`config.mk`:
```
export PLATFORM = sky130hd
export DESIGN_NAME = cla_adder_pipe_flat
export DESIGN_NICKNAME = d
export VERILOG_FILES = /design/src/rtl/cla_adder_pipe_if.sv /design/src/rtl/cla_adder_pipe.sv /design/src/flat_wrapper.sv
export SDC_FILE = /design/constraint.sdc
export NUM_CORES = 1
export LEC_CHECK = 0
export CAP_MARGIN = 20
export CORE_MARGIN = 5
export CORE_UTILIZATION = 40
export CTS_BUF_LIST = sky130_fd_sc_hd__clkbuf_16
export DETAILED_ROUTE_END_ITERATION = 8
export SYNTH_ARGS = -nofsm -noshare
export SYNTH_HDL_FRONTEND = slang
export SYNTH_SLANG_ARGS = --single-unit
```
`constraint.sdc`:
```
create_clock -name clk -period 4.6 [get_ports clk]
set_clock_uncertainty 0.05 [all_clocks]
set_input_delay 1.38 -clock clk [delete_from_list [all_inputs] [get_ports clk]]
set_output_delay 1.38 -clock clk [all_outputs]
set_load 0.01 [all_outputs]
```
`src/rtl/cla_adder_pipe_if.sv`:
```
// cla_adder_pipe_if: operand/result handshake bundle for cla_adder_pipe
//   master: producer/consumer side (drives in_valid, a, b, sub, out_ready)
//   slave : adder side (drives in_ready, out_valid, sum and flags)
interface cla_adder_pipe_if #(parameter int WIDTH = 32);
  logic             in_valid;
  logic             in_ready;
  logic [WIDTH-1:0] a;
  logic [WIDTH-1:0] b;
  logic             sub;
  logic             out_valid;
  logic             out_ready;
  logic [WIDTH-1:0] sum;
  logic             carry_out;
  logic             overflow;
  logic             zero;
  logic             sign;
  modport master (
    output in_valid, a, b, sub, out_ready,
    input  in_ready, out_valid, sum, carry_out, overflow, zero, sign
  );
  modport slave (
    input  in_valid, a, b, sub, out_ready,
    output in_ready, out_valid, sum, carry_out, overflow, zero, sign
  );
endinterface

```
`src/rtl/cla_adder_pipe.sv`:
```
// cla_adder_pipe: two-stage pipelined WIDTH-bit carry-lookahead add/subtract
//   clk, rst : clock (rising edge), asynchronous active-high reset
//   bus      : slave handshake bundle; in_valid/in_ready/a/b/sub in,
//              out_valid/out_ready/sum/carry_out/overflow/zero/sign out
module cla_adder_pipe #(
  parameter int WIDTH = 32
) (
  input logic            clk,
  input logic            rst,
  cla_adder_pipe_if.slave bus
);
  localparam int NG = WIDTH / 4;
  logic [WIDTH-1:0] s1_p_q, s1_g_q, sum_q, sum_d, b_x;
  logic             s1_cin_q, s1_valid_q, out_valid_q;
  logic             carry_q, ovf_q, zero_q, sign_q;
  logic             cy, cin_msb;
  logic [3:0]       p, g, cv;
  logic             stall;
  assign b_x          = bus.b ^ {WIDTH{bus.sub}};
  assign stall        = out_valid_q & ~bus.out_ready;
  assign bus.in_ready = ~(s1_valid_q & stall);
  assign bus.out_valid = out_valid_q;
  assign bus.sum       = sum_q;
  assign bus.carry_out = carry_q;
  assign bus.overflow  = ovf_q;
  assign bus.zero      = zero_q;
  assign bus.sign      = sign_q;
  // 4-bit lookahead inside each group; group carry-outs chain between groups
  always_comb begin
    cy      = s1_cin_q;
    cin_msb = 1'b0;
    sum_d   = '0;
    p       = '0;
    g       = '0;
    cv      = '0;
    for (int k = 0; k < NG; k++) begin
      p     = s1_p_q[4*k +: 4];
      g     = s1_g_q[4*k +: 4];
      cv[0] = cy;
      cv[1] = g[0] | p[0] & cy;
      cv[2] = g[1] | p[1] & g[0] | p[1] & p[0] & cy;
      cv[3] = g[2] | p[2] & g[1] | p[2] & p[1] & g[0] | p[2] & p[1] & p[0] & cy;
      sum_d[4*k +: 4] = p ^ cv;
      cin_msb = cv[3];
      cy = g[3] | p[3] & g[2] | p[3] & p[2] & g[1] | p[3] & p[2] & p[1] & g[0] | (&p) & cy;
    end
  end
  always_ff @(posedge clk or posedge rst) begin
    if (rst) begin
      s1_valid_q  <= 1'b0;
      s1_p_q      <= '0;
      s1_g_q      <= '0;
      s1_cin_q    <= 1'b0;
      out_valid_q <= 1'b0;
      sum_q       <= '0;
      carry_q     <= 1'b0;
      ovf_q       <= 1'b0;
      zero_q      <= 1'b0;
      sign_q      <= 1'b0;
    end else begin
      if (bus.in_ready) begin
        s1_valid_q <= bus.in_valid;
        if (bus.in_valid) begin
          s1_p_q   <= bus.a ^ b_x;
          s1_g_q   <= bus.a & b_x;
          s1_cin_q <= bus.sub;
        end
      end
      if (!stall) begin
        out_valid_q <= s1_valid_q;
        // result registers only move on a real operation so they never carry junk
        if (s1_valid_q) begin
          sum_q   <= sum_d;
          carry_q <= cy;
          ovf_q   <= cin_msb ^ cy;
          zero_q  <= ~|sum_d;
          sign_q  <= sum_d[WIDTH-1];
        end
      end
    end
  end
endmodule

```
`src/flat_wrapper.sv`:
```
// flat-port wrapper written by rule: the top's interface ports become plain ports
module cla_adder_pipe_flat 
#(
  parameter int WIDTH = 32
)
  (clk, rst, bus_in_valid, bus_a, bus_b, bus_sub, bus_out_ready, bus_in_ready, bus_out_valid, bus_sum, bus_carry_out, bus_overflow, bus_zero, bus_sign);
  cla_adder_pipe_if #(.WIDTH(WIDTH)) bus_i ();
  input logic clk;
  input logic rst;
  input wire logic [$bits(bus_i.in_valid)-1:0] bus_in_valid;
  input wire logic [$bits(bus_i.a)-1:0] bus_a;
  input wire logic [$bits(bus_i.b)-1:0] bus_b;
  input wire logic [$bits(bus_i.sub)-1:0] bus_sub;
  input wire logic [$bits(bus_i.out_ready)-1:0] bus_out_ready;
  output wire logic [$bits(bus_i.in_ready)-1:0] bus_in_ready;
  output wire logic [$bits(bus_i.out_valid)-1:0] bus_out_valid;
  output wire logic [$bits(bus_i.sum)-1:0] bus_sum;
  output wire logic [$bits(bus_i.carry_out)-1:0] bus_carry_out;
  output wire logic [$bits(bus_i.overflow)-1:0] bus_overflow;
  output wire logic [$bits(bus_i.zero)-1:0] bus_zero;
  output wire logic [$bits(bus_i.sign)-1:0] bus_sign;
  assign bus_i.in_valid = bus_in_valid;
  assign bus_i.a = bus_a;
  assign bus_i.b = bus_b;
  assign bus_i.sub = bus_sub;
  assign bus_i.out_ready = bus_out_ready;
  assign bus_in_ready = bus_i.in_ready;
  assign bus_out_valid = bus_i.out_valid;
  assign bus_sum = bus_i.sum;
  assign bus_carry_out = bus_i.carry_out;
  assign bus_overflow = bus_i.overflow;
  assign bus_zero = bus_i.zero;
  assign bus_sign = bus_i.sign;
  cla_adder_pipe #(.WIDTH(WIDTH)) u_core (.clk(clk), .rst(rst), .bus(bus_i));
endmodule
```
==> results.sh, run 1 <==
export IMPL_peakVddDrop_mv=0.194
export IMPL_synth_seq_area_share_pct=44.7
export IMPL_grt_pass1_vias=4200
export IMPL_drive_gt1_share_pct=17.7
export IMPL_stdcell_count=785
export IMPL_grtUsageTotal_pct=16.6
export IMPL_final_max_slew_viol_count=0
export IMPL_fin_crit_ns=4.10
export IMPL_gp_routability_congestion=0.810
export IMPL_drc=0
export IMPL_synth_cell_types=56
export IMPL_crit_path_end_kind="flop"
export IMPL_clk_insertion_delay_late_ns=0.35
export IMPL_clkSinkCount=102
export IMPL_post_cts_resize_count=0
export IMPL_final_setup_viol_count=0
export IMPL_core_area_um2=13900
export IMPL_placed_area_um2=6970
export IMPL_min_path_cells=2
export IMPL_cts_made_buffers=9
export IMPL_ys_ff_latch=102
export IMPL_crit_cells=17
export IMPL_h_tree_depth=3
export IMPL_die_area_um2=16800
export IMPL_diodes=0
export IMPL_cts_tree="yes"
export IMPL_worstPathArrival_ns=4.32
export IMPL_synth_area_um2=5710
export IMPL_initial_core_util_pct=41.0
export IMPL_crit_chain="a211o_1 > a211o_1 > a32oi_2 > a21o_4 > inv_2 > o21ai_1 > and2_1 > inv_1 > ha_1 > nor2_1 > xor2_1 > nand4_1 > or4_1 > a221o_1 > a2111oi_4 > nand4_1 > o21ai_1"
export IMPL_hold_path_class="reg2reg"
export IMPL_dp_hpwl_um=10100
export IMPL_first_pass_iters=4
export IMPL_syn_mean_instance_area_um2=11.4
export IMPL_critPathKind="reg2reg"
export IMPL_fp_dieH_um=129
export IMPL_num_vias=4120
export IMPL_avgRoutedWirePerCell_um=17.0
export IMPL_die_w_um=129
export IMPL_cts_root_buffer="clkbuf_16"
export IMPL_grt_pass1_wl_um=21900
export IMPL_synth_enable_flop_cells=0
export IMPL_path_delay_family="compound AO/OA/AOI/OAI gates"
export IMPL_finalHoldViolCount=0
export IMPL_synthFlopType="dfrtp_1"
export IMPL_placementRows=43
export IMPL_cp_max_fo=5
export IMPL_max_freq_mhz=244
export IMPL_status="complete, no violations"
export IMPL_fill_cells=1249
export IMPL_max_stage_delay_ns=0.55
export IMPL_io_pin_count=107
export IMPL_maxCapViolations=0
export IMPL_seq_area_um2=2550
export IMPL_post_route_period_util_pct=89.1
export IMPL_critPathLaunchType="flop"
export IMPL_synthCells=501
export IMPL_dpl_cell_count=771
export IMPL_port_buffers=106
export IMPL_area_delta_synth_final_pct=26.4
export IMPL_p_leak_nw=3.17
export IMPL_via_per_inst=5.25
export IMPL_path_buf_inv=2
export IMPL_rr_worst_depth=17
export IMPL_whs_ns=0.437
export IMPL_gr_total_overflow=0
export IMPL_drtAntennaViolNets=0
export IMPL_setup_tns_ns=0
export IMPL_synth_async_sr_flop_share_pct=100
export IMPL_clk_path_buf_depth=2
export IMPL_wl_um=13300
export IMPL_cts_hold_buffers=0
export IMPL_grt_antenna_before_repair=0
export IMPL_critPathRequiredTime_ns=4.82
export IMPL_fin_area_um2=7220
export IMPL_grt_max_degree=57
export IMPL_rsz0062_at_grt="false"
export IMPL_max_slew_margin_pct=33.0
export IMPL_nNetsFinal=711
export IMPL_powerDensity_nw_per_um2=469
export IMPL_drt_iter0_drc=310
export IMPL_slowest_stage="or4_1"
export IMPL_multi_input_area_um2=3060
export IMPL_worst_pin_slew_ns=1.01
export IMPL_syn_nets=610
export IMPL_post_cts_buffers=0
export IMPL_ys_warn_count=0
export IMPL_clk_pin_slew_worst_paths_ns=0.07
path summary, 6_finish.rpt:
kind / start / to / slack (ns)
max: u_core.s1_cin_q / u_core.bus.zero / 0.50
min: u_core.bus.sum[27] / u_core.bus.sum[27] / 0.44
max reg2reg: u_core.s1_cin_q / u_core.bus.zero / 0.50
min reg2reg: u_core.bus.sum[27] / u_core.bus.sum[27] / 0.44
max in group asynchronous: rst / u_core.s1_g_q[21] / 2.39
min in group asynchronous: rst / u_core.bus.sum[2] / 1.40
state kept, by name, indices dropped and copies added (netlist names):
register,count
u_core.s1_g_q,32
u_core.s1_p_q,32
u_core.bus.sum,31
u_core.bus.carry_out,1
u_core.bus.out_valid,1
u_core.bus.overflow,1
u_core.bus.sign,1
u_core.bus.zero,1
u_core.s1_cin_q,1
u_core.s1_valid_q,1
synthesized netlist by cell type, drive strengths merged, types with 5 or more instances:
library cell	instances	area share, %
xnor2	6	0.92
a21o	10	1.4
inv	9	0.59
nor3	7	0.61
o21a	6	0.79
clkbuf	14	0.92
nand2b	6	0.66
nand3	6	0.53
a211oi	8	1.4
ha	40	8.8
a21oi	12	1.1
buf	5	0.39
and2	6	0.66
dfrtp	102	45
xor2	47	7.2
nand2	41	2.8
or3	5	0.64
o21ai	27	2.6
nand4	8	0.88
mux2	77	15
nor2	20	1.3
metrics by stage:
step                utilization [%]  total power, mW  worst slack [ns]
finish                         51.8             3.38             0.500
global route                   51.8             3.61             0.133
CTS                            51.8             3.42             0.501
detailed placement             50.0             2.74             0.542
global placement               50.0             2.71             0.624
floorplan                         -             2.11             0.495
report_power, final:
part           leakage [nW]  total [mW]  internal [mW]  switching, mW
Clock                 0.131       0.673          0.353          0.320
Sequential             1.24        1.39           1.15          0.242
Combinational          1.79        1.32          0.706          0.611
worst reg2reg max path, delay by kind of cell, from the launching register on:
kind                     cells  cell delay [ns]
XOR/XNOR                     1             0.20
AO/OA/AOI/OAI                8             2.05
AND/OR/NAND/NOR              5             1.04
adder cells (fa/ha/maj)      1             0.18
flip-flops                   1             0.42
buffers and inverters        2             0.10
per-layer routing:
metal  share of wire (%)  track usage [%]
met1                  47             22.9
met2                  48             26.6
met3                 4.0             2.84
met5                   0                0
met4                 1.3             5.87
area by class of cell:
cell class,count,area share [%]
multi-input cells,371,42.3
flip-flops and latches,102,35.4
repair buffers,109,15.3
clock buffers,9,3.12
well taps,180,3.12
inverters,9,0.503
clock inverters,5,0.295
layout by cell type, fill, tap and decap left out, types with 12 or more instances in the layout:
cell               n
ha_1              40
xor2_1            47
o21ai_0           21
clkdlybuf4s50_1  105
a21oi_1           12
nand2_1           38
dfrtp_1          102
mux2_2            77
nor2_1            20
cells by family (layout without fill, tap and decap cells):
logic type	Yosys count	after routing	synth area share (%)
adder cells (fa/ha/maj)	40	40	8.76
multiplexers	78	78	15.4
AO/OA/AOI/OAI	87	87	11.2
AND/OR/NAND/NOR	113	113	9.92
XOR/XNOR	53	53	8.13
buffers and inverters	28	132	1.91
flip-flops	102	102	44.7
(Power assumes the default switching activity.)
==> run 2, diff against run 1 <==
- CORE_MARGIN: 5 -> 3
==> run 2 against run 1 <==
- sequential power about the same
- global-route usage grew 0.23 points
- register-to-register slack is essentially flat
- clock-buffer cell count stayed put
- non-clock buffer count rose by 2
- critical endpoint unchanged
- clock power up 12%
- worst hold slack lost 0.0014 ns
- fmax down 0.18%
- wire length shrank 1.6%
- largest cell class unchanged
- utilization is 0.34 points higher
- final area up 0.66%
- largest power group unchanged
==> results.sh, run 2 (synthesis gave the netlist of run 1 again) <==
export IMPL_hold_path_class="reg2reg"
export IMPL_h_tree_depth=3
export IMPL_drc=0
export IMPL_drt_iter0_drc=239
export IMPL_powerDensity_nw_per_um2=476
export IMPL_first_pass_iters=4
export IMPL_finalHoldViolCount=0
export IMPL_post_route_period_util_pct=89.3
export IMPL_max_slew_margin_pct=32.6
export IMPL_wl_um=13100
export IMPL_r2r_end="u_core.bus.zero"
export IMPL_final_setup_viol_count=0
export IMPL_status="complete, no violations"
export IMPL_io_pin_count=107
export IMPL_cts_made_buffers=9
export IMPL_core_area_um2=13900
export IMPL_slowest_stage="or4_1"
export IMPL_fill_cells=1255
export IMPL_hold_end="u_core.bus.sum[6]"
export IMPL_diodes=0
export IMPL_critPathKind="reg2reg"
export IMPL_grt_antenna_before_repair=0
export IMPL_critPathRequiredTime_ns=4.82
export IMPL_crit_path_end_kind="flop"
export IMPL_setup_tns_ns=0
export IMPL_mostFrequentLayoutCell="clkdlybuf4s50_1"
export IMPL_cts_root_buffer="clkbuf_16"
export IMPL_clk_insertion_delay_late_ns=0.35
export IMPL_maxCapViolations=0
export IMPL_r2r_slack_ns=0.49
export IMPL_critPathLaunchType="flop"
export IMPL_num_vias=4154
export IMPL_multi_input_area_um2=3060
export IMPL_initial_core_util_pct=41.0
export IMPL_clkSinkCount=102
export IMPL_crit_chain="a211o_1 > a211o_1 > a32oi_2 > a21o_4 > inv_2 > o21ai_4 > nand2_4 > ha_1 > nor2_1 > xor2_1 > nand4_1 > or4_1 > a221o_1 > a2111oi_4 > nand4_1 > o21ai_1"
export IMPL_peakVddDrop_mv=0.197
export IMPL_min_from="u_core.bus.sum[6]"
export IMPL_worst_pin_slew_ns=1.01
export IMPL_post_cts_resize_count=0
export IMPL_clk_path_buf_depth=2
export IMPL_dp_hpwl_um=9990
export IMPL_cts_hold_buffers=0
export IMPL_rsz0062_at_grt="false"
export IMPL_path_buf_inv=1
export IMPL_fp_dieH_um=125
export IMPL_max_stage_delay_ns=0.55
export IMPL_drive_gt1_share_pct=18.6
export IMPL_path_delay_family="compound AO/OA/AOI/OAI gates"
export IMPL_grt_pass1_wl_um=21300
export IMPL_rr_worst_depth=16
export IMPL_placementRows=43
export IMPL_port_buffers=106
export IMPL_max_freq_mhz=243
export IMPL_area_delta_synth_final_pct=27.2
export IMPL_gp_routability_congestion=0.817
export IMPL_clk_pin_slew_worst_paths_ns=0.06
export IMPL_p_leak_nw=3.18
export IMPL_final_max_slew_viol_count=0
export IMPL_mostFrequentLayoutCells="clkdlybuf4s50_1, dfrtp_1, mux2_2"
export IMPL_worstPathArrival_ns=4.33
export IMPL_timing_rr_start="u_core.s1_cin_q"
export IMPL_grt_max_degree=63
export IMPL_grtUsageTotal_pct=16.8
export IMPL_min_path_cells=2
export IMPL_via_per_inst=5.26
export IMPL_gr_total_overflow=0
export IMPL_cts_tree="yes"
export IMPL_drtAntennaViolNets=0
export IMPL_die_area_um2=15700
export IMPL_fin_crit_ns=4.11
export IMPL_seq_area_um2=2550
export IMPL_final_core_util_pct=52.2
export IMPL_grt_pass1_vias=4117
export IMPL_die_w_um=125
export IMPL_cp_max_fo=5
export IMPL_post_cts_buffers=0
export IMPL_nNetsFinal=713
export IMPL_avgRoutedWirePerCell_um=16.6
-- run 2: changes by cell type in the layout (fill, tap and decap cells not counted), sizes merged --
cell      previous run  this run
buf                  4         6
inv                 11        10
bufinv               0         1
clkinvlp             0         3
clkinv               3         2
-- run 2: where the power goes --
part	switching, mW	internal, mW	total, mW
sequential	0.242	1.15	1.39
combinational	0.610	0.707	1.32
clock	0.336	0.418	0.754
-- run 2: layout make-up --
cell class | count | share of cell area, %
clock buffer | 9 | 3.10
tap | 180 | 3.10
timing repair buffer | 111 | 15.2
clock inverter | 7 | 0.913
multi-input combinational | 371 | 42.0
inverter | 9 | 0.499
sequential | 102 | 35.1
-- run 2: how the worst max path moves through the flow --
| stage | end | slack, ns | cells after the start | start |
|---|---|---|---|---|
| finish | u_core.bus.zero | 0.49 | 16 | u_core.s1_cin_q |
| global route | u_core.bus.zero | 0.28 | 16 | u_core.s1_cin_q |
| CTS | u_core.bus.zero | 0.47 | 16 | u_core.s1_cin_q |
| detailed placement | u_core.bus.zero | 0.55 | 16 | u_core.s1_cin_q |
| global placement | bus_in_ready | 0.62 | 3 | bus_out_ready |
| floorplan | u_core.bus.carry_out | 0.49 | 1 | rst |
-- run 2: per-stage QoR --
step | hold WS (ns) | std cells | instance area, µm² | power, mW | setup WS [ns]
detailed placement | 0.421 | 773 | 6980 | 2.74 | 0.554
finish | 0.435 | 789 | 7270 | 3.46 | 0.493
global placement | 0.420 | 773 | 6980 | 2.71 | 0.624
floorplan | 0.430 | 501 | 5710 | 2.11 | 0.495
CTS | 0.436 | 789 | 7270 | 3.50 | 0.470
global route | 0.460 | 789 | 7270 | 3.68 | 0.277
-- run 2: layer usage --
layer  part of all wire, %  global-route usage (%)
met1                    46                    23.1
met2                    48                    27.1
met3                   3.9                    2.43
met4                   1.8                    6.51
met5                     0                       0
-- run 2: worst reg2reg max path, cell delays in order, from the launching register on --
cell and delay, ns:
dfrtp_1 0.42, a211o_1 0.32, a211o_1 0.32, a32oi_2 0.32, a21o_4 0.21, inv_2 0.06, o21ai_4 0.20, nand2_4 0.08
ha_1 0.21, nor2_1 0.15, xor2_1 0.24, nand4_1 0.14, or4_1 0.55, a221o_1 0.32, a2111oi_4 0.20, nand4_1 0.12
o21ai_1 0.13
==> run 3, diff against run 2 <==
- PLACE_DENSITY: not set -> 0.73
==> run 3 against run 2 <==
- critical path depth fell by 13
- largest power group unchanged
- global-route usage fell by 0.18 points
- first-iteration DRC count rose by 1.3%
- clock-buffer cell count did not move
- worst setup slack improved by 0.10 ns
- final area rose by 0.14%
- flip-flop and latch count did not move
- combinational power barely moved
==> results.sh, run 3 (synthesis gave the netlist of run 1 again) <==
export IMPL_final_setup_viol_count=0
export IMPL_critPathKind="in2out"
export IMPL_mostFrequentLayoutCell="clkdlybuf4s50_1"
export IMPL_post_cts_resize_count=0
export IMPL_peakVddDrop_mv=0.204
export IMPL_grt_pass1_vias=4187
export IMPL_maxCapViolations=0
export IMPL_dp_hpwl_um=9890
export IMPL_cts_hold_buffers=0
export IMPL_drc=0
export IMPL_cp_max_fo=3
export IMPL_grt_pass1_wl_um=21300
export IMPL_fp_dieH_um=125
export IMPL_hold_path_class="reg2reg"
export IMPL_h_tree_depth=3
export IMPL_p_clk_share_pct=22.4
export IMPL_critPathRequiredTime_ns=3.17
export IMPL_dpl_cell_count=771
export IMPL_clkSinkCount=102
export IMPL_clk_pin_slew_worst_paths_ns=0.06
export IMPL_post_route_period_util_pct=87.1
export IMPL_gp_routability_congestion=0.826
export IMPL_clk_insertion_delay_late_ns=0.34
export IMPL_cts_made_buffers=9
export IMPL_status="complete, no violations"
export IMPL_fill_cells=1201
export IMPL_avgRoutedWirePerCell_um=16.3
export IMPL_num_vias=4161
export IMPL_crit_path_end_kind="primary output"
export IMPL_crit_chain="clkdlybuf4s50_1 > nand3b_1 > clkdlybuf4s50_1"
export IMPL_critPathLaunchType="primary input"
export IMPL_io_pin_count=107
export IMPL_path_common_cell="clkdlybuf4s50_1"
export IMPL_cts_root_buffer="clkbuf_16"
export IMPL_drive_gt1_share_pct=17.8
export IMPL_seq_area_um2=2550
export IMPL_finalHoldViolCount=0
export IMPL_max_stage_delay_ns=0.57
export IMPL_rsz0062_at_grt="false"
export IMPL_final_max_slew_viol_count=0
export IMPL_mostFrequentLayoutCells="clkdlybuf4s50_1, dfrtp_1, mux2_2"
export IMPL_via_per_inst=5.29
export IMPL_worstPathArrival_ns=2.58
export IMPL_slowest_stage="clkdlybuf4s50_1"
export IMPL_multi_input_area_um2=3060
export IMPL_p_leak_nw=3.18
export IMPL_min_path_cells=2
export IMPL_setup_tns_ns=0
export IMPL_grt_max_degree=55
export IMPL_p_sw_mw=1.17
export IMPL_area_delta_synth_final_pct=27.4
export IMPL_internal_power_mw=2.32
export IMPL_die_w_um=125
export IMPL_pwr_share_comb_pct=37.5
export IMPL_drt_iter0_drc=242
export IMPL_diodes=0
export IMPL_grt_antenna_before_repair=0
export IMPL_clk_path_buf_depth=2
export IMPL_initial_core_util_pct=41.0
export IMPL_first_pass_iters=4
export IMPL_post_cts_buffers=0
export IMPL_stdcell_count=786
export IMPL_cts_tree="yes"
export IMPL_max_freq_mhz=250
export IMPL_powerDensity_nw_per_um2=480
export IMPL_fin_crit_ns=4.01
export IMPL_switching_share_pct=33.5
export IMPL_core_area_um2=13900
export IMPL_gr_total_overflow=0
export IMPL_worst_pin_slew_ns=1.01
export IMPL_grtUsageTotal_pct=16.7
export IMPL_die_area_um2=15700
export IMPL_wl_um=12800
export IMPL_nNetsFinal=711
export IMPL_p_seq_share_pct=40.0
export IMPL_drtAntennaViolNets=0
export IMPL_max_slew_margin_pct=32.5
export IMPL_rr_worst_depth=16
export IMPL_port_buffers=106
export IMPL_placementRows=43
==> run 3: cell count changes in the layout (fill, tap and decap cells not counted) <==
cell / change
bufinv_16: +1
clkinv_2: -2
clkinvlp_4: -2
clkinv_1: +2
buf_12: +1
buf_4: -3
==> run 3: worst max-delay path, delay by kind of cell <==
| kind | cells | cell delay [ns] |
|---|---|---|
| buf+inv | 2 | 1.03 |
| simple gates | 1 | 0.17 |
==> run 3: worst paths after layout <==
| check | startpoint | endpoint | slack [ns] |
|---|---|---|---|
| setup reg to reg | u_core.s1_cin_q | u_core.bus.zero | 0.59 |
| setup / recovery | bus_out_ready | bus_in_ready | 0.59 |
| hold / removal | u_core.bus.sum[7] | u_core.bus.sum[7] | 0.43 |
| max in group asynchronous | rst | u_core.bus.sum[23] | 2.39 |
| min in group asynchronous | rst | u_core.bus.sum[2] | 1.41 |
| hold reg to reg | u_core.bus.sum[7] | u_core.bus.sum[7] | 0.43 |
==> run 3: per-layer routing <==
| metal | wire [µm] | track usage, % | vias to the layer above |
|---|---|---|---|
| met5 | 0 | 0 | - |
| met4 | 292 | 6.95 | 0 |
| met3 | 625 | 2.82 | 19 |
| met2 | 6100 | 27.1 | 106 |
| met1 | 5800 | 22.1 | 2033 |
| li1 | - | - | 2003 |
==> run 3: metrics by stage <==
step                      worst slack, ns  total power [mW]  cell area [µm²]  utilization [%]  hold WS (ns)
after floorplan                     0.495              2.11             5710                -         0.430
after global placement              0.626              2.69             6970             50.0         0.423
after detailed placement            0.602              2.73             6970             50.0         0.425
after CTS                           0.590              3.52             7280             52.2         0.439
after global routing                0.374              3.71             7280             52.2         0.473
final                               0.595              3.50             7280             52.2         0.433
==> run 3: power groups by stage <==
stage	sequential [mW]	clock, mW	combinational (mW)
6_report	1.40	0.784	1.31
5_1_grt	1.44	0.829	1.44
4_1_cts	1.40	0.799	1.33
3_5_place_dp	1.41	0	1.32
3_3_place_gp	1.40	0	1.29
2_1_floorplan	1.40	0	0.710
==> run 3: final cells by class <==
type	count	share of cell area, %
clock inverters	6	1.08
well taps	180	3.09
flip-flops and latches	102	35.1
inverters	9	0.499
multi-input cells	371	42.0
clock buffers	9	3.09
repair buffers	109	15.2
